[config.mk]
export PLATFORM = sky130hd
export DESIGN_NAME = muldiv_sched
export DESIGN_NICKNAME = d
export VERILOG_FILES = /design/src/rtl/muldiv_sched_pkg.sv /design/src/rtl/muldiv_iter.sv /design/src/rtl/muldiv_sched.sv
export SDC_FILE = /design/constraint.sdc
export NUM_CORES = 1
export LEC_CHECK = 0
export CAP_MARGIN = 20
export CORE_ASPECT_RATIO = 2
export CORE_MARGIN = 2
export CORE_UTILIZATION = 49
export CTS_CLUSTER_SIZE = 30
export DETAILED_ROUTE_END_ITERATION = 16
export PLACE_DENSITY = 0.7
export SYNTH_ARGS = -nofsm -noshare
export SYNTH_HDL_FRONTEND = slang
export SYNTH_SLANG_ARGS = --single-unit
[constraint.sdc]
create_clock -name clk_i -period 6.12 [get_ports clk_i]
set_input_delay 1.224 -clock clk_i [delete_from_list [all_inputs] [get_ports clk_i]]
set_output_delay 1.224 -clock clk_i [all_outputs]
set_load 0.02 [all_outputs]
[src/rtl/muldiv_sched_pkg.sv]
// muldiv_sched_pkg: funct3 encodings, iteration count, FSM states and operand helpers
// shared by muldiv_sched and its bench.
package muldiv_sched_pkg;

    typedef enum logic [1:0] {IDLE, CALC, DONE} state_e;

    localparam logic [2:0] F_MUL    = 3'd0;
    localparam logic [2:0] F_MULH   = 3'd1;
    localparam logic [2:0] F_MULHSU = 3'd2;
    localparam logic [2:0] F_MULHU  = 3'd3;
    localparam logic [2:0] F_DIV    = 3'd4;
    localparam logic [2:0] F_DIVU   = 3'd5;
    localparam logic [2:0] F_REM    = 3'd6;
    localparam logic [2:0] F_REMU   = 3'd7;

    localparam int ITER_N = 32;

    typedef struct packed {
        logic [2:0]  op;
        logic [31:0] a;
        logic [31:0] b;
        logic [4:0]  rd;
        logic        slot;
    } mop_t;

    function automatic logic sgn_a(input logic [2:0] op);
        return op == F_MULH || op == F_MULHSU || op == F_DIV || op == F_REM;
    endfunction

    function automatic logic sgn_b(input logic [2:0] op);
        return op == F_MULH || op == F_DIV || op == F_REM;
    endfunction

    function automatic logic [31:0] mag(input logic [31:0] v, input logic s);
        return (s && v[31]) ? -v : v;
    endfunction

    // divide by zero and signed overflow resolve without touching the datapath
    function automatic logic fast_path(input mop_t m);
        return m.op[2] && (m.b == '0 || (!m.op[0] && m.a == 32'h80000000 && m.b == '1));
    endfunction

endpackage

[src/rtl/muldiv_iter.sv]
// muldiv_iter: shift-add multiply / restoring divide on unsigned magnitudes.
// MULDIV_FAST_MUL_EN replaces the multiply step with one full-width product.
module muldiv_iter (
    input  logic        clk_i,
    input  logic        rst_i,
    input  logic        start_i,
    input  logic        step_i,
    input  logic        div_i,
    input  logic [31:0] a_i,
    input  logic [31:0] b_i,
    output logic [63:0] acc_o
);
    logic [63:0] acc_q, acc_d, mul_nx, div_nx;
    logic [31:0] b_q, b_d, diff;
    logic        div_q, div_d, ge;

`ifdef MULDIV_FAST_MUL_EN
    assign mul_nx = {32'b0, acc_q[31:0]} * {32'b0, b_q};
`else
    logic [32:0] sum;
    assign sum    = {1'b0, acc_q[63:32]} + (acc_q[0] ? {1'b0, b_q} : 33'd0);
    assign mul_nx = {sum, acc_q[31:1]};
`endif

    // remainder lives in [63:32], quotient bits shift in at [0]
    assign ge     = acc_q[63:31] >= {1'b0, b_q};
    assign diff   = acc_q[62:31] - b_q;
    assign div_nx = ge ? {diff, acc_q[30:0], 1'b1} : {acc_q[62:0], 1'b0};

    always_comb begin
        acc_d = start_i ? {32'b0, a_i} : step_i ? (div_q ? div_nx : mul_nx) : acc_q;
        b_d   = start_i ? b_i : b_q;
        div_d = start_i ? div_i : div_q;
    end

    always_ff @(posedge clk_i) begin
        if (rst_i) begin
            acc_q <= '0;
            b_q   <= '0;
            div_q <= 1'b0;
        end else begin
            acc_q <= acc_d;
            b_q   <= b_d;
            div_q <= div_d;
        end
    end

    assign acc_o = acc_q;
endmodule

[src/rtl/muldiv_sched.sv]
// muldiv_sched: two-slot M-extension scheduler over one shared iterative datapath.
// MULDIV_FAST_MUL_EN selects a single-cycle registered multiplier for MUL*.
module muldiv_sched
    import muldiv_sched_pkg::*;
#(
    parameter int XLEN = 32
) (
    input  logic            clk_i,
    input  logic            rst_i,
    input  logic            req0_i,
    input  logic            req1_i,
    input  logic [2:0]      op0_i,
    input  logic [2:0]      op1_i,
    input  logic [XLEN-1:0] a0_i,
    input  logic [XLEN-1:0] b0_i,
    input  logic [XLEN-1:0] a1_i,
    input  logic [XLEN-1:0] b1_i,
    input  logic [4:0]      rd0_i,
    input  logic [4:0]      rd1_i,
    input  logic            flush_i,
    output logic            stall_o,
    output logic            done_o,
    output logic [XLEN-1:0] result_o,
    output logic [4:0]      rd_o,
    output logic            slot_o,
    output logic            busy_o
);
    state_e      state_q, state_d;
    mop_t        cur_q, cur_d, pend_q, pend_d, src, in0, in1;
    logic        pend_v_q, pend_v_d, launch;
    logic [4:0]  cnt_q, cnt_d, last;
    logic [63:0] acc, prod;
    logic        neg_p, sdiv;
    logic [31:0] quo, rem, mul_res, div_res;

    assign in0 = {op0_i, a0_i, b0_i, rd0_i, 1'b0};
    assign in1 = {op1_i, a1_i, b1_i, rd1_i, 1'b1};

`ifdef MULDIV_FAST_MUL_EN
    assign last = cur_q.op[2] ? 5'(ITER_N - 1) : 5'd0;
`else
    assign last = 5'(ITER_N - 1);
`endif

    always_comb begin
        state_d  = state_q;
        cur_d    = cur_q;
        pend_d   = pend_q;
        pend_v_d = pend_v_q;
        cnt_d    = cnt_q;
        src      = pend_q;
        launch   = 1'b0;
        case (state_q)
            IDLE: if (req0_i || req1_i) begin
                launch   = 1'b1;
                src      = req0_i ? in0 : in1;
                pend_d   = in1;
                pend_v_d = req0_i && req1_i;
            end
            CALC: begin
                cnt_d = cnt_q + 5'd1;
                if (cnt_q == last) state_d = DONE;
            end
            DONE: begin
                state_d  = IDLE;
                launch   = pend_v_q;
                pend_v_d = 1'b0;
            end
            default: state_d = IDLE;
        endcase
        if (launch) begin
            cur_d   = src;
            cnt_d   = '0;
            state_d = fast_path(src) ? DONE : CALC;
        end
        if (flush_i) begin
            state_d  = IDLE;
            pend_v_d = 1'b0;
            launch   = 1'b0;
        end
    end

    always_ff @(posedge clk_i) begin
        if (rst_i) begin
            state_q  <= IDLE;
            cur_q    <= '0;
            pend_q   <= '0;
            pend_v_q <= 1'b0;
            cnt_q    <= '0;
        end else begin
            state_q  <= state_d;
            cur_q    <= cur_d;
            pend_q   <= pend_d;
            pend_v_q <= pend_v_d;
            cnt_q    <= cnt_d;
        end
    end

    muldiv_iter u_iter (
        .clk_i  (clk_i),
        .rst_i  (rst_i),
        .start_i(launch),
        .step_i (state_q == CALC),
        .div_i  (src.op[2]),
        .a_i    (mag(src.a, sgn_a(src.op))),
        .b_i    (mag(src.b, sgn_b(src.op))),
        .acc_o  (acc)
    );

    // sign fix-up on the unsigned magnitude result
    always_comb begin
        sdiv    = ~cur_q.op[0];
        neg_p   = (sgn_a(cur_q.op) & cur_q.a[31]) ^ (sgn_b(cur_q.op) & cur_q.b[31]);
        prod    = neg_p ? -acc : acc;
        mul_res = cur_q.op == F_MUL ? prod[31:0] : prod[63:32];
        quo     = (sdiv && (cur_q.a[31] ^ cur_q.b[31])) ? -acc[31:0] : acc[31:0];
        rem     = (sdiv && cur_q.a[31]) ? -acc[63:32] : acc[63:32];
        div_res = cur_q.b == '0 ? (cur_q.op[1] ? cur_q.a : '1) :
                  fast_path(cur_q) ? (cur_q.op[1] ? '0 : 32'h80000000) :
                  cur_q.op[1] ? rem : quo;
    end

    assign result_o = state_q == DONE ? (cur_q.op[2] ? div_res : mul_res) : '0;
    assign done_o   = state_q == DONE && !flush_i;
    assign rd_o     = cur_q.rd;
    assign slot_o   = cur_q.slot;
    assign busy_o   = state_q != IDLE;
    assign stall_o  = (state_q == IDLE && (req0_i || req1_i)) || state_q == CALC ||
                      (state_q == DONE && pend_v_q);
endmodule
==> reports/results.tsv <==
stage	metric	value	unit
sta	relative slew slack	0.184	
die	initial core utilization	0.494	
pwr	total power per unit cell area	234	mW/mm^2
detailed_routing	Post-DRT Antenna Nets	0	
sta	Fin. Hold Viols	0	
place	PortBufs	189	
sta	final setup fails	0	
sta	count of pins over their slew limit	0	
cts	post-CTS resize count	0	
outcome	outcome	completed	
pwr	Lkg Pwr	0.00900	uW
setup_path	Worst EP arrival	4570	ps
die	core area	0.0415	mm^2
detailed_routing	DR pass1 iterations	7	
setup_path	crit path launch	u_iter.acc_o[9]$_SDFFE_PP0P_	
cts	Post-CTS Setup Bufs	0	
global_route	initial antenna violation count	4	
setup_path	CP endpoint kind	primary output	
detailed_routing	Vias	22000	
place	dpl ws	1070	ps
sta	fin crit period	5790	ps
cts	worst-case clock buffer depth	3	
worst_hold_path	Hold Crit Depth	2	
die	Rows	106	
detailed_routing	Detailed Route Iter0 Violations	2305	
synthesis	sequential fraction of the synthesis area	0.245	
detailed_routing	vias per inst	6.27	
place	RD Place Congestion	1.06	
die	num ports	190	
sta	Tcrit/Tclk final	0.946	
sta	fin worst setup slack	328	ps
detailed_routing	WL final	79.6	mm
synthesis	Post-synth EDFFs	0	
synthesis	post-synth cell types	83	
die	die height	293	um
sta	Post-Route Skew	35.7	ps
finish	Final #Nets	3173	
global_route	first-pass GRT wire length	120	mm
sta	slew of the pin with the lowest slew margin	1190	ps
die	die area	0.0436	mm^2
global_route	number of global-route vias before repair	20400	
die	Die Wd	149	um
synthesis	warning count from the yosys run	0	
cts	CTS Sinks	251	
global_route	GRT Util Overall	0.353	
worst_hold_path	Hold Crit Class	flop to flop	
global_route	largest net degree at the start of global routing	112	
synthesis	post-synthesis cell area	0.0205	mm^2
setup_path	CP Class	flop to primary output	
sta	worst hold slack	451	ps
cts	TritonCTS clock tree	yes	
synthesis	Syn Nets	3145	
setup_path	Setup crit start kind	flop	
synthesis	cell count after synthesis	2923	
finish	Core Util, Final	0.562	
synthesis	Synth async-reset ratio	0	
sta	setup TNS	0	ps
global_route	gr ovfl total	0	
pwr	maximum vdd drop	0.197	mV
setup_path	required time of the critical path	4900	ps
synthesis	Yosys reg bits	251	
cts	# hold bufs at CTS	0	
sta	RSZ-0062 raised after global routing	no	
cts	H-tree depth	1	
finish	layout cell share with drive strength beyond 1	0.0465	
job	max-capacitance violation count	0	
cts	Clock transition at path regs	70	ps
detailed_routing	# DRC	0	
cts	worst skew pair latency	560	ps
setup_path	R2R depth	14	
setup_path	Max FO, Critical Path	10	
place	Detail Placement HPWL	61.2	mm
sta	FMAX	0.173	GHz
finish	P&R area growth vs syn	13.8	%
pwr	overall power	5460	uW
synthesis	main flop type after synthesis	dfxtp_1	
setup_path	R2R Path Start	u_iter.acc_o[0]$_SDFFE_PP0P_	
cts	Num CTS Buffers	25	
synthesis	syn avg cell area	7.02	um^2
detailed_routing	wire length per cell	22.7	um
worst_hold_path	beginning of the worst hold path	pend_q[56]$_SDFFE_PP0P_	
cts	Root Buffer	clkbuf_16	
worst max-delay path: stages (launching register included):
cell and delay [ps]:
dfxtp_1 410, or4_4 620, nor3_4 330, and4_4 370, nand2_4 80, nor3_1 550
a31oi_1 210, xor2_1 170, a221oi_1 90, a211oi_1 490, clkdlybuf4s50_1 710
logic make-up (layout without fill, tap and decap cells):
family,after synthesis,in the layout,synth area share
other,0,4,0
buffers and inverters,311,354,0.0627
AND/OR/NAND/NOR,1031,1031,0.228
AO/OA/AOI/OAI,920,920,0.269
flip-flops,251,251,0.245
multiplexers,114,114,0.0557
adder cells (fa/ha/maj),73,73,0.0452
XOR/XNOR,223,223,0.0952
worst paths after layout:
path | end | slack, ps
worst min register to register | pend_q[56]$_SDFFE_PP0P_ | 450
worst min-delay path | pend_q[56]$_SDFFE_PP0P_ | 450
worst max register to register | u_iter.acc_o[63]$_SDFFE_PP0P_ | 1630
worst max-delay path | result_o[31] | 330
state kept, by name (all words and copies together) (netlist names), 2 cells and up:
signal and flops:
u_iter.acc_o 64, cur_q 67, pend_q 73, rd_o 5
cnt_q 5, state_q 2, u_iter.b_q 32
cells in the mapped netlist (all sizes together), types with 21 or more instances:
master / n / area, um^2
nor2: 348 / 1310
o211ai: 30 / 225
nand3: 52 / 260
ha: 71 / 888
dfxtp: 251 / 5020
nand2b: 21 / 131
a31oi: 36 / 225
mux2i: 112 / 1120
nand4: 32 / 200
o21a: 32 / 240
clkbuf: 190 / 713
xnor2: 117 / 1020
nand2: 364 / 1380
a21o: 31 / 233
o22ai: 23 / 144
nor3: 76 / 439
buf: 58 / 337
inv: 62 / 233
a21oi: 365 / 1830
a211oi: 74 / 556
xor2: 106 / 928
nor4: 33 / 206
o21ai: 211 / 1060
metrics by stage:
stage	cell area, um^2	cells
after floorplan	20500	2923
final	23300	3510
after CTS	23300	3506
after detailed placement	22600	3464
after global placement	22600	3464
after global routing	23300	3510
report_power, final:
| part | switching (uW) | leakage [uW] | internal [uW] |
|---|---|---|---|
| clock | 692 | 0.000366 | 821 |
| sequential | 168 | 0.00206 | 1760 |
| combinational | 1260 | 0.00657 | 760 |
| total | 2120 | 0.00900 | 3340 |
final cells by class:
cell class	instances	area, um^2
diodes	4	10.0
clock buffers	33	676
repair buffers	249	2350
clock inverters	9	91.3
flip-flops and latches	251	5030
multi-input cells	2361	14300
fillers	4012	18200
inverters	63	236
well taps	540	676
layer usage:
layer | wire length, um | up-vias | global-route usage
met2 | 36900 | 1134 | 0.577
met1 | 30400 | 10100 | 0.427
met5 | 0 | - | 0
li1 | - | 10400 | -
met3 | 5890 | 274 | 0.0502
met4 | 6430 | 0 | 0.235
cells in the final DEF, fill, tap and decap left out, types with 33 or more instances in the layout:
master           Yosys  layout
nor3_1              68      68
nand2_1            362     362
buf_4               20      60
a211oi_1            74      74
nor2_1             347     344
inv_1               61      61
o21ai_0            209     208
nand3_1             52      52
clkdlybuf4s50_1      0     187
mux2i_1            112     112
xnor2_1            117     117
nor4_1              33      33
ha_1                71      71
a21oi_1            365     364
dfxtp_1            251     250
xor2_1             106     106
a31oi_1             36      36
Power figures use the tool's default switching activity.
